### config.mk
export PLATFORM = sky130hd
export DESIGN_NAME = comparator_bist_flat
export DESIGN_NICKNAME = d
export VERILOG_FILES = /design/src/rtl/bist_pkg.sv /design/src/rtl/comparator_bist_if.sv /design/src/rtl/bist_vec_counter.sv /design/src/rtl/comparator_bist.sv /design/src/flat_wrapper.sv
export SDC_FILE = /design/constraint.sdc
export NUM_CORES = 1
export LEC_CHECK = 0
export CAP_MARGIN = 0
export CORE_ASPECT_RATIO = 1.75
export CORE_MARGIN = 10
export CORE_UTILIZATION = 49
export DETAILED_ROUTE_END_ITERATION = 6
export PLACE_DENSITY = 0.74
export REMOVE_ABC_BUFFERS = 1
export SYNTH_ARGS = -nofsm -noshare
export SYNTH_HDL_FRONTEND = slang
export SYNTH_HIERARCHICAL = 1
export SYNTH_SLANG_ARGS = --single-unit
### constraint.sdc
create_clock -name clk -period 4.1 [get_ports clk]
set_input_delay 0.615 -clock clk [delete_from_list [all_inputs] [get_ports clk]]
set_output_delay 0.615 -clock clk [all_outputs]
set_load 0.005 [all_outputs]
### src/rtl/bist_pkg.sv
// Shared types and helpers for the comparator BIST engine.
package bist_pkg;

  typedef enum logic [2:0] {
    ST_IDLE  = 3'd0,
    ST_DRIVE = 3'd1,
    ST_WAIT  = 3'd2,
    ST_CHECK = 3'd3,
    ST_DONE  = 3'd4
  } bist_state_e;

  localparam int DEFAULT_WIDTH = 2;
  localparam int NVEC          = 1 << (2 * DEFAULT_WIDTH);

  // Number of {x, y} operand pairs for a given operand width.
  function automatic int nvec(input int width);
    return 1 << (2 * width);
  endfunction

endpackage

### src/rtl/comparator_bist_if.sv
// Control/status and comparator-facing bus of the comparator BIST engine.
interface comparator_bist_if #(
  parameter int WIDTH = 2
);

  logic                 start;
  logic [WIDTH-1:0]     x_out;
  logic [WIDTH-1:0]     y_out;
  logic                 z_in;
  logic                 busy;
  logic                 done;
  logic                 pass;
  logic [2*WIDTH:0]     err_count;
  logic [WIDTH-1:0]     fail_x;
  logic [WIDTH-1:0]     fail_y;

  modport master (
    input  start, z_in,
    output x_out, y_out, busy, done, pass, err_count, fail_x, fail_y
  );

  modport slave (
    output start, z_in,
    input  x_out, y_out, busy, done, pass, err_count, fail_x, fail_y
  );

endinterface

### src/rtl/bist_vec_counter.sv
// Operand-pair counter and settle-time counter for the comparator BIST engine.
module bist_vec_counter
  import bist_pkg::*;
#(
  parameter int WIDTH  = 2,
  parameter int SETTLE = 1
) (
  input  logic               clk,
  input  logic               reset,
  input  logic               vec_clr,
  input  logic               vec_inc,
  input  logic               settle_clr,
  input  logic               settle_en,
  output logic [2*WIDTH-1:0] vec,
  output logic               last_vec,
  output logic               settle_done
);

  localparam int VW          = 2 * WIDTH;
  localparam int SW          = (SETTLE > 1) ? $clog2(SETTLE) : 1;
  localparam int SETTLE_LAST = (SETTLE > 0) ? (SETTLE - 1) : 0;

  logic [VW-1:0] vec_r;
  logic [SW-1:0] settle_r;

  // Vector index register: cleared at run start, stepped after each check.
  always_ff @(posedge clk) begin
    if (reset) begin
      vec_r <= '0;
    end else if (vec_clr) begin
      vec_r <= '0;
    end else if (vec_inc) begin
      vec_r <= vec_r + VW'(1);
    end else begin
      vec_r <= vec_r;
    end
  end

  // Settle counter: restarted on every drive, counts through the wait state.
  always_ff @(posedge clk) begin
    if (reset) begin
      settle_r <= '0;
    end else if (settle_clr) begin
      settle_r <= '0;
    end else if (settle_en && !settle_done) begin
      settle_r <= settle_r + SW'(1);
    end else begin
      settle_r <= settle_r;
    end
  end

  assign vec         = vec_r;
  assign last_vec    = (vec_r == VW'(nvec(WIDTH) - 1));
  assign settle_done = (settle_r == SW'(SETTLE_LAST));

endmodule

### src/rtl/comparator_bist.sv
// Stimulus/response BIST for an equality comparator: walks every {x, y} pair,
// samples z after a settle window and records mismatches.
module comparator_bist
  import bist_pkg::*;
#(
  parameter int WIDTH  = 2,
  parameter int SETTLE = 1
) (
  input  logic              clk,
  input  logic              reset,
  comparator_bist_if.master bus
);

  localparam int VW = 2 * WIDTH;
  localparam int EW = 2 * WIDTH + 1;

  bist_state_e      state_r;
  bist_state_e      next_state_s;

  logic [VW-1:0]    vec_s;
  logic             last_vec_s;
  logic             settle_done_s;
  logic             clr_run_s;
  logic             vec_inc_s;
  logic             settle_clr_s;
  logic             settle_en_s;
  logic             expected_s;
  logic             mismatch_s;
  logic             busy_next_s;

  logic [WIDTH-1:0] x_out_r;
  logic [WIDTH-1:0] y_out_r;
  logic [EW-1:0]    err_count_r;
  logic [WIDTH-1:0] fail_x_r;
  logic [WIDTH-1:0] fail_y_r;
  logic             first_fail_r;
  logic             busy_r;
  logic             done_r;
  logic             pass_r;

  bist_vec_counter #(
    .WIDTH  (WIDTH),
    .SETTLE (SETTLE)
  ) u_vec_counter (
    .clk         (clk),
    .reset       (reset),
    .vec_clr     (clr_run_s),
    .vec_inc     (vec_inc_s),
    .settle_clr  (settle_clr_s),
    .settle_en   (settle_en_s),
    .vec         (vec_s),
    .last_vec    (last_vec_s),
    .settle_done (settle_done_s)
  );

  // State register.
  always_ff @(posedge clk) begin
    if (reset) begin
      state_r <= ST_IDLE;
    end else begin
      state_r <= next_state_s;
    end
  end

  // Next-state logic; start is only honoured in IDLE and DONE.
  always_comb begin
    next_state_s = state_r;
    case (state_r)
      ST_IDLE: begin
        if (bus.start) begin
          next_state_s = ST_DRIVE;
        end else begin
          next_state_s = ST_IDLE;
        end
      end
      ST_DRIVE: begin
        if (SETTLE > 0) begin
          next_state_s = ST_WAIT;
        end else begin
          next_state_s = ST_CHECK;
        end
      end
      ST_WAIT: begin
        if (settle_done_s) begin
          next_state_s = ST_CHECK;
        end else begin
          next_state_s = ST_WAIT;
        end
      end
      ST_CHECK: begin
        if (last_vec_s) begin
          next_state_s = ST_DONE;
        end else begin
          next_state_s = ST_DRIVE;
        end
      end
      ST_DONE: begin
        if (bus.start) begin
          next_state_s = ST_DRIVE;
        end else begin
          next_state_s = ST_DONE;
        end
      end
      default: begin
        next_state_s = ST_IDLE;
      end
    endcase
  end

  // Counter controls and the check decision for the current state.
  always_comb begin
    clr_run_s    = 1'b0;
    vec_inc_s    = 1'b0;
    settle_clr_s = 1'b0;
    settle_en_s  = 1'b0;
    busy_next_s  = 1'b0;
    expected_s   = (x_out_r == y_out_r);
    mismatch_s   = 1'b0;
    case (state_r)
      ST_IDLE:  clr_run_s    = 1'b1;
      ST_DRIVE: settle_clr_s = 1'b1;
      ST_WAIT:  settle_en_s  = 1'b1;
      ST_CHECK: begin
        vec_inc_s  = !last_vec_s;
        mismatch_s = (bus.z_in != expected_s);
      end
      ST_DONE:  clr_run_s    = bus.start;
      default:  clr_run_s    = 1'b0;
    endcase
    case (next_state_s)
      ST_DRIVE, ST_WAIT, ST_CHECK: busy_next_s = 1'b1;
      default:                     busy_next_s = 1'b0;
    endcase
  end

  // Operand drive, error accounting, first-fail capture and status outputs.
  always_ff @(posedge clk) begin
    if (reset) begin
      x_out_r      <= '0;
      y_out_r      <= '0;
      err_count_r  <= '0;
      fail_x_r     <= '0;
      fail_y_r     <= '0;
      first_fail_r <= 1'b0;
      busy_r       <= 1'b0;
      done_r       <= 1'b0;
      pass_r       <= 1'b0;
    end else begin
      if (state_r == ST_DRIVE) begin
        x_out_r <= vec_s[VW-1:WIDTH];
        y_out_r <= vec_s[WIDTH-1:0];
      end
      if (clr_run_s) begin
        err_count_r  <= '0;
        fail_x_r     <= '0;
        fail_y_r     <= '0;
        first_fail_r <= 1'b0;
      end else if (mismatch_s) begin
        err_count_r <= err_count_r + EW'(1);
        if (!first_fail_r) begin
          fail_x_r     <= x_out_r;
          fail_y_r     <= y_out_r;
          first_fail_r <= 1'b1;
        end
      end
      busy_r <= busy_next_s;
      done_r <= (state_r == ST_DONE);
      pass_r <= (state_r == ST_DONE) && (err_count_r == EW'(0));
    end
  end

  assign bus.x_out     = x_out_r;
  assign bus.y_out     = y_out_r;
  assign bus.err_count = err_count_r;
  assign bus.fail_x    = fail_x_r;
  assign bus.fail_y    = fail_y_r;
  assign bus.busy      = busy_r;
  assign bus.done      = done_r;
  assign bus.pass      = pass_r;

endmodule
### src/flat_wrapper.sv
// flat-port wrapper written by rule: the top's interface ports become plain ports
module comparator_bist_flat import bist_pkg::*;
#(
  parameter int WIDTH  = 2,
  parameter int SETTLE = 1
)
  (clk, reset, bus_start, bus_z_in, bus_x_out, bus_y_out, bus_busy, bus_done, bus_pass, bus_err_count, bus_fail_x, bus_fail_y);
  comparator_bist_if #(.WIDTH(WIDTH)) bus_i ();
  input  logic clk;
  input  logic reset;
  input wire logic [$bits(bus_i.start)-1:0] bus_start;
  input wire logic [$bits(bus_i.z_in)-1:0] bus_z_in;
  output wire logic [$bits(bus_i.x_out)-1:0] bus_x_out;
  output wire logic [$bits(bus_i.y_out)-1:0] bus_y_out;
  output wire logic [$bits(bus_i.busy)-1:0] bus_busy;
  output wire logic [$bits(bus_i.done)-1:0] bus_done;
  output wire logic [$bits(bus_i.pass)-1:0] bus_pass;
  output wire logic [$bits(bus_i.err_count)-1:0] bus_err_count;
  output wire logic [$bits(bus_i.fail_x)-1:0] bus_fail_x;
  output wire logic [$bits(bus_i.fail_y)-1:0] bus_fail_y;
  assign bus_i.start = bus_start;
  assign bus_i.z_in = bus_z_in;
  assign bus_x_out = bus_i.x_out;
  assign bus_y_out = bus_i.y_out;
  assign bus_busy = bus_i.busy;
  assign bus_done = bus_i.done;
  assign bus_pass = bus_i.pass;
  assign bus_err_count = bus_i.err_count;
  assign bus_fail_x = bus_i.fail_x;
  assign bus_fail_y = bus_i.fail_y;
  comparator_bist #(.WIDTH(WIDTH), .SETTLE(SETTLE)) u_core (.clk(clk), .reset(reset), .bus(bus_i));
endmodule
==> results.py <==
metrics = {
    "status": {
        "status": "finished, final reports clean",
    },
    "timing": {
        "max_clock_freq_mhz": 511,
        "slew_headroom": 0.662,
        "fin_crit_sh": 0.478,
        "finalMaxSlewViolations": 0,
        "whs_ps": 454,
        "fin_crit_ps": 1960,
        "setup_tns_ps": 0,
        "rsz0062_at_grt": "no",
        "final-setup-viol-count": 0,
        "fin_skew_ps": 2.69,
        "hold_viol": 0,
        "max_slew.worst_pin.slew_ps": 507,
    },
    "critical_path": {
        "worst-path-max-fanout": 9,
        "r2r_slack_ps": 2320,
        "endpoint_kind": "flip-flop",
        "slowest_stage": "or4_4",
        "startpoint_type": "primary input",
        "max_stage_delay_ps": 630,
        "cp_num_buf_inv": 1,
        "crit_type": "in2reg",
        "critPathTopFamily": "simple AND/OR/NAND/NOR gates",
        "timing.rr.start": "u_core/u_vec_counter/vec[0]$_SDFFE_PP0P_",
        "crit_chain": "clkdlybuf4s50_1, or4_4, a21boi_2, mux2i_1",
        "cp_data_arrival_time_ps": 2160,
        "r2r-end": "u_core/u_vec_counter/vec[3]$_SDFFE_PP0P_",
        "rr_worst_depth": 5,
        "critPathRequiredTime_ps": 4300,
    },
    "clock_network": {
        "cts_buffers": 3,
        "clock_tree.root_cell": "clkbuf_8",
        "postCtsSetupBuffers": 0,
        "hold_buffers": 0,
        "tritoncts": "done",
        "clk-insertion-delay-late_ps": 270,
        "cts_max_path_buffers": 2,
        "path_clk_slew_ps": 90,
        "cts.sinks": 25,
        "cts_resized": 0,
        "cts.htree.levels": 1,
    },
    "synthesis": {
        "ys_seq_area_frac": 0.400,
        "ys_ff_latch": 25,
        "syn_area_mm2": 0.00125,
        "synth_area_leaders": "dfxtp_1 40%, mux2i_1 6.4%, nor2_1 4.2%, ha_1 3.0%, xnor2_1 2.8%",
        "synth_cells": 137,
        "ys.flop_type": "dfxtp_1",
        "synth_cell_type_count": 42,
        "synth_top_cell_by_area": "dfxtp_1",
        "synth_edf_count": 0,
        "synth_top_area_frac": 0.400,
        "syn-mean-instance-area_um2": 9.12,
        "ys_warn_count": 6,
        "ys_async_sr_fraction": 0,
    },
    "floorplan": {
        "row_count": 24,
        "ios": 20,
        "dieHeight_um": 86.8,
        "coreArea_mm2": 0.00246,
        "die_x_um": 58.2,
        "start_util": 0.508,
        "dieArea_mm2": 0.00505,
    },
    "pwr": {
        "power.leakage_uw": 0.000539,
        "pwr_density_cell_mw_per_mm2": 311,
        "vdd_drop_max_mv": 0.231,
    },
    "placement": {
        "portBuffers": 19,
        "place_hpwl_um": 2090,
        "place.gp.congestion": 0.866,
    },
    "cells_and_area": {
        "diodes": 0,
        "syn2layout_area_growth_pct": 19.4,
        "drive_gt1_frac": 0.0839,
        "nNetsFinal": 163,
        "nFillCells": 225,
    },
    "global_routing": {
        "track_usage": 0.110,
        "grt_pass1_vias": 1045,
        "antenna_found_initial": 0,
        "grt_pass1_wl_um": 4620,
        "grt_max_degree": 16,
        "gr-total-overflow": 0,
    },
    "route": {
        "ant_nets": 0,
        "drtIter0Drc": 16,
        "routed_via_density": 5.68,
        "dr_total_vias": 1028,
        "wl_um": 2650,
        "dr.pass1.iters": 4,
        "avgRoutedWirePerCell_um": 14.6,
        "drc_errors": 0,
    },
    "min_path": {
        "min_from": "u_core/u_vec_counter/settle_r$_SDFFE_PP0P_",
        "hp-class": "reg2reg",
        "hold_end": "u_core/u_vec_counter/settle_r$_SDFFE_PP0P_",
        "holdPathStages": 2,
    },
    "flow_run": {
        "maxCapViolations": 0,
    },
}
==> worst reg2reg max path, stage by stage, from the launching register on <==
cell and delay, ps:
dfxtp_1 350, ha_1 240, and3_1 240, nor2_1 340
nand4_1 170, mux2_1 330
==> cell usage after synthesis, types with 3 or more instances <==
cell,n
a21oi_1,6
clkbuf_1,3
dfxtp_1,25
ha_1,3
inv_1,7
mux2i_1,8
nand2_1,6
nand3_1,5
nand4_1,4
nor2_1,14
nor4_1,3
o211ai_1,3
o21ai_0,4
or2_2,3
xnor2_1,4
==> worst max-delay path by stage <==
stage                                                   from                                        to  slack, ps  cells after the start
finish                                              bus_z_in      u_core/bus.err_count[2]$_SDFFE_PP0P_       2140                      4
floorplan           u_core/u_vec_counter/vec[0]$_SDFFE_PP0P_  u_core/u_vec_counter/vec[3]$_SDFFE_PP0P_       2520                      5
global placement                                    bus_z_in      u_core/bus.err_count[2]$_SDFFE_PP0P_       1940                      4
global route                                           reset      u_core/bus.err_count[4]$_SDFFE_PP0P_       2020                      4
CTS                                                 bus_z_in      u_core/bus.err_count[2]$_SDFFE_PP0P_       2160                      4
detailed placement                                  bus_z_in      u_core/bus.err_count[2]$_SDFFE_PP0P_       1880                      4
==> logic make-up (layout without fill, tap and decap cells) <==
family,after synthesis,in the layout,share of synthesized area
AO/OA/AOI/OAI,27,27,0.151
XOR/XNOR,6,6,0.0420
adder cells (fa/ha/maj),3,3,0.0300
buffers and inverters,12,30,0.0420
flip-flops,25,25,0.400
multiplexers,9,9,0.0731
AND/OR/NAND/NOR,55,55,0.261
==> stage by stage <==
step           total power (uW)  setup slack [ps]  area, um^2  cells  utilization
6_report                    464              2140        1490    181        0.606
5_1_grt                     483              2020        1490    181        0.606
4_1_cts                     468              2160        1490    181        0.606
3_5_place_dp                323              1880        1450    177        0.587
3_3_place_gp                321              1940        1450    177        0.587
2_1_floorplan               305              2520        1220    132            -
==> cells in the final DEF (no fill, tap or decap), types with 2 or more instances in the layout <==
master           instances
o31ai_1                  2
nand4_1                  4
nand4b_1                 2
nand2_1                  6
inv_1                    7
clkdlybuf4s50_1         19
dfxtp_1                 25
a21oi_1                  6
clkbuf_8                 3
xor2_1                   2
nand3_1                  5
nor2_1                  14
ha_1                     3
o21ai_0                  4
mux2i_1                  8
a211oi_1                 2
nor2b_1                  2
or2_2                    3
o211ai_1                 3
nor3b_1                  2
nor3_1                   2
nor4_1                   3
and3_1                   2
and4_1                   2
a31oi_1                  2
xnor2_1                  4
nand2b_1                 2
==> per-layer routing <==
| metal | GRT usage | vias up | wire [um] |
|---|---|---|---|
| li1 | - | 538 | - |
| met1 | 0.110 | 477 | 1050 |
| met2 | 0.201 | 11 | 1460 |
| met3 | 0.0278 | 2 | 114 |
| met4 | 0.0515 | 0 | 27 |
| met5 | 0 | - | 0 |
==> state kept, by name, indices dropped and copies added, names as in the netlist <==
register / count
u_core/bus.err_count: 5
u_core/state_r: 3
u_core/bus.x_out: 2
u_core/bus.fail_y: 2
u_core/u_vec_counter/settle_r: 1
u_core/bus.fail_x: 2
u_core/u_vec_counter/vec: 4
u_core/first_fail_r: 1
u_core/bus.y_out: 2
u_core/bus.busy: 1
u_core/bus.done: 1
u_core/bus.pass: 1
==> report_power, final <==
part           switching (uW)  internal [uW]
combinational            32.6           26.7
sequential               10.6            248
clock                    78.3           67.9
==> final cells by class <==
cell class                 instances  area, um^2  area share
multi-input combinational        100         697       0.467
timing repair buffer              19         190       0.127
clock buffer                       3        41.3      0.0277
inverter                           7        26.3      0.0176
sequential                        25         500       0.335
tap                               26        32.5      0.0218
clock inverter                     1        5.00     0.00335
No activity file was read; power rests on OpenSTA's default activity.
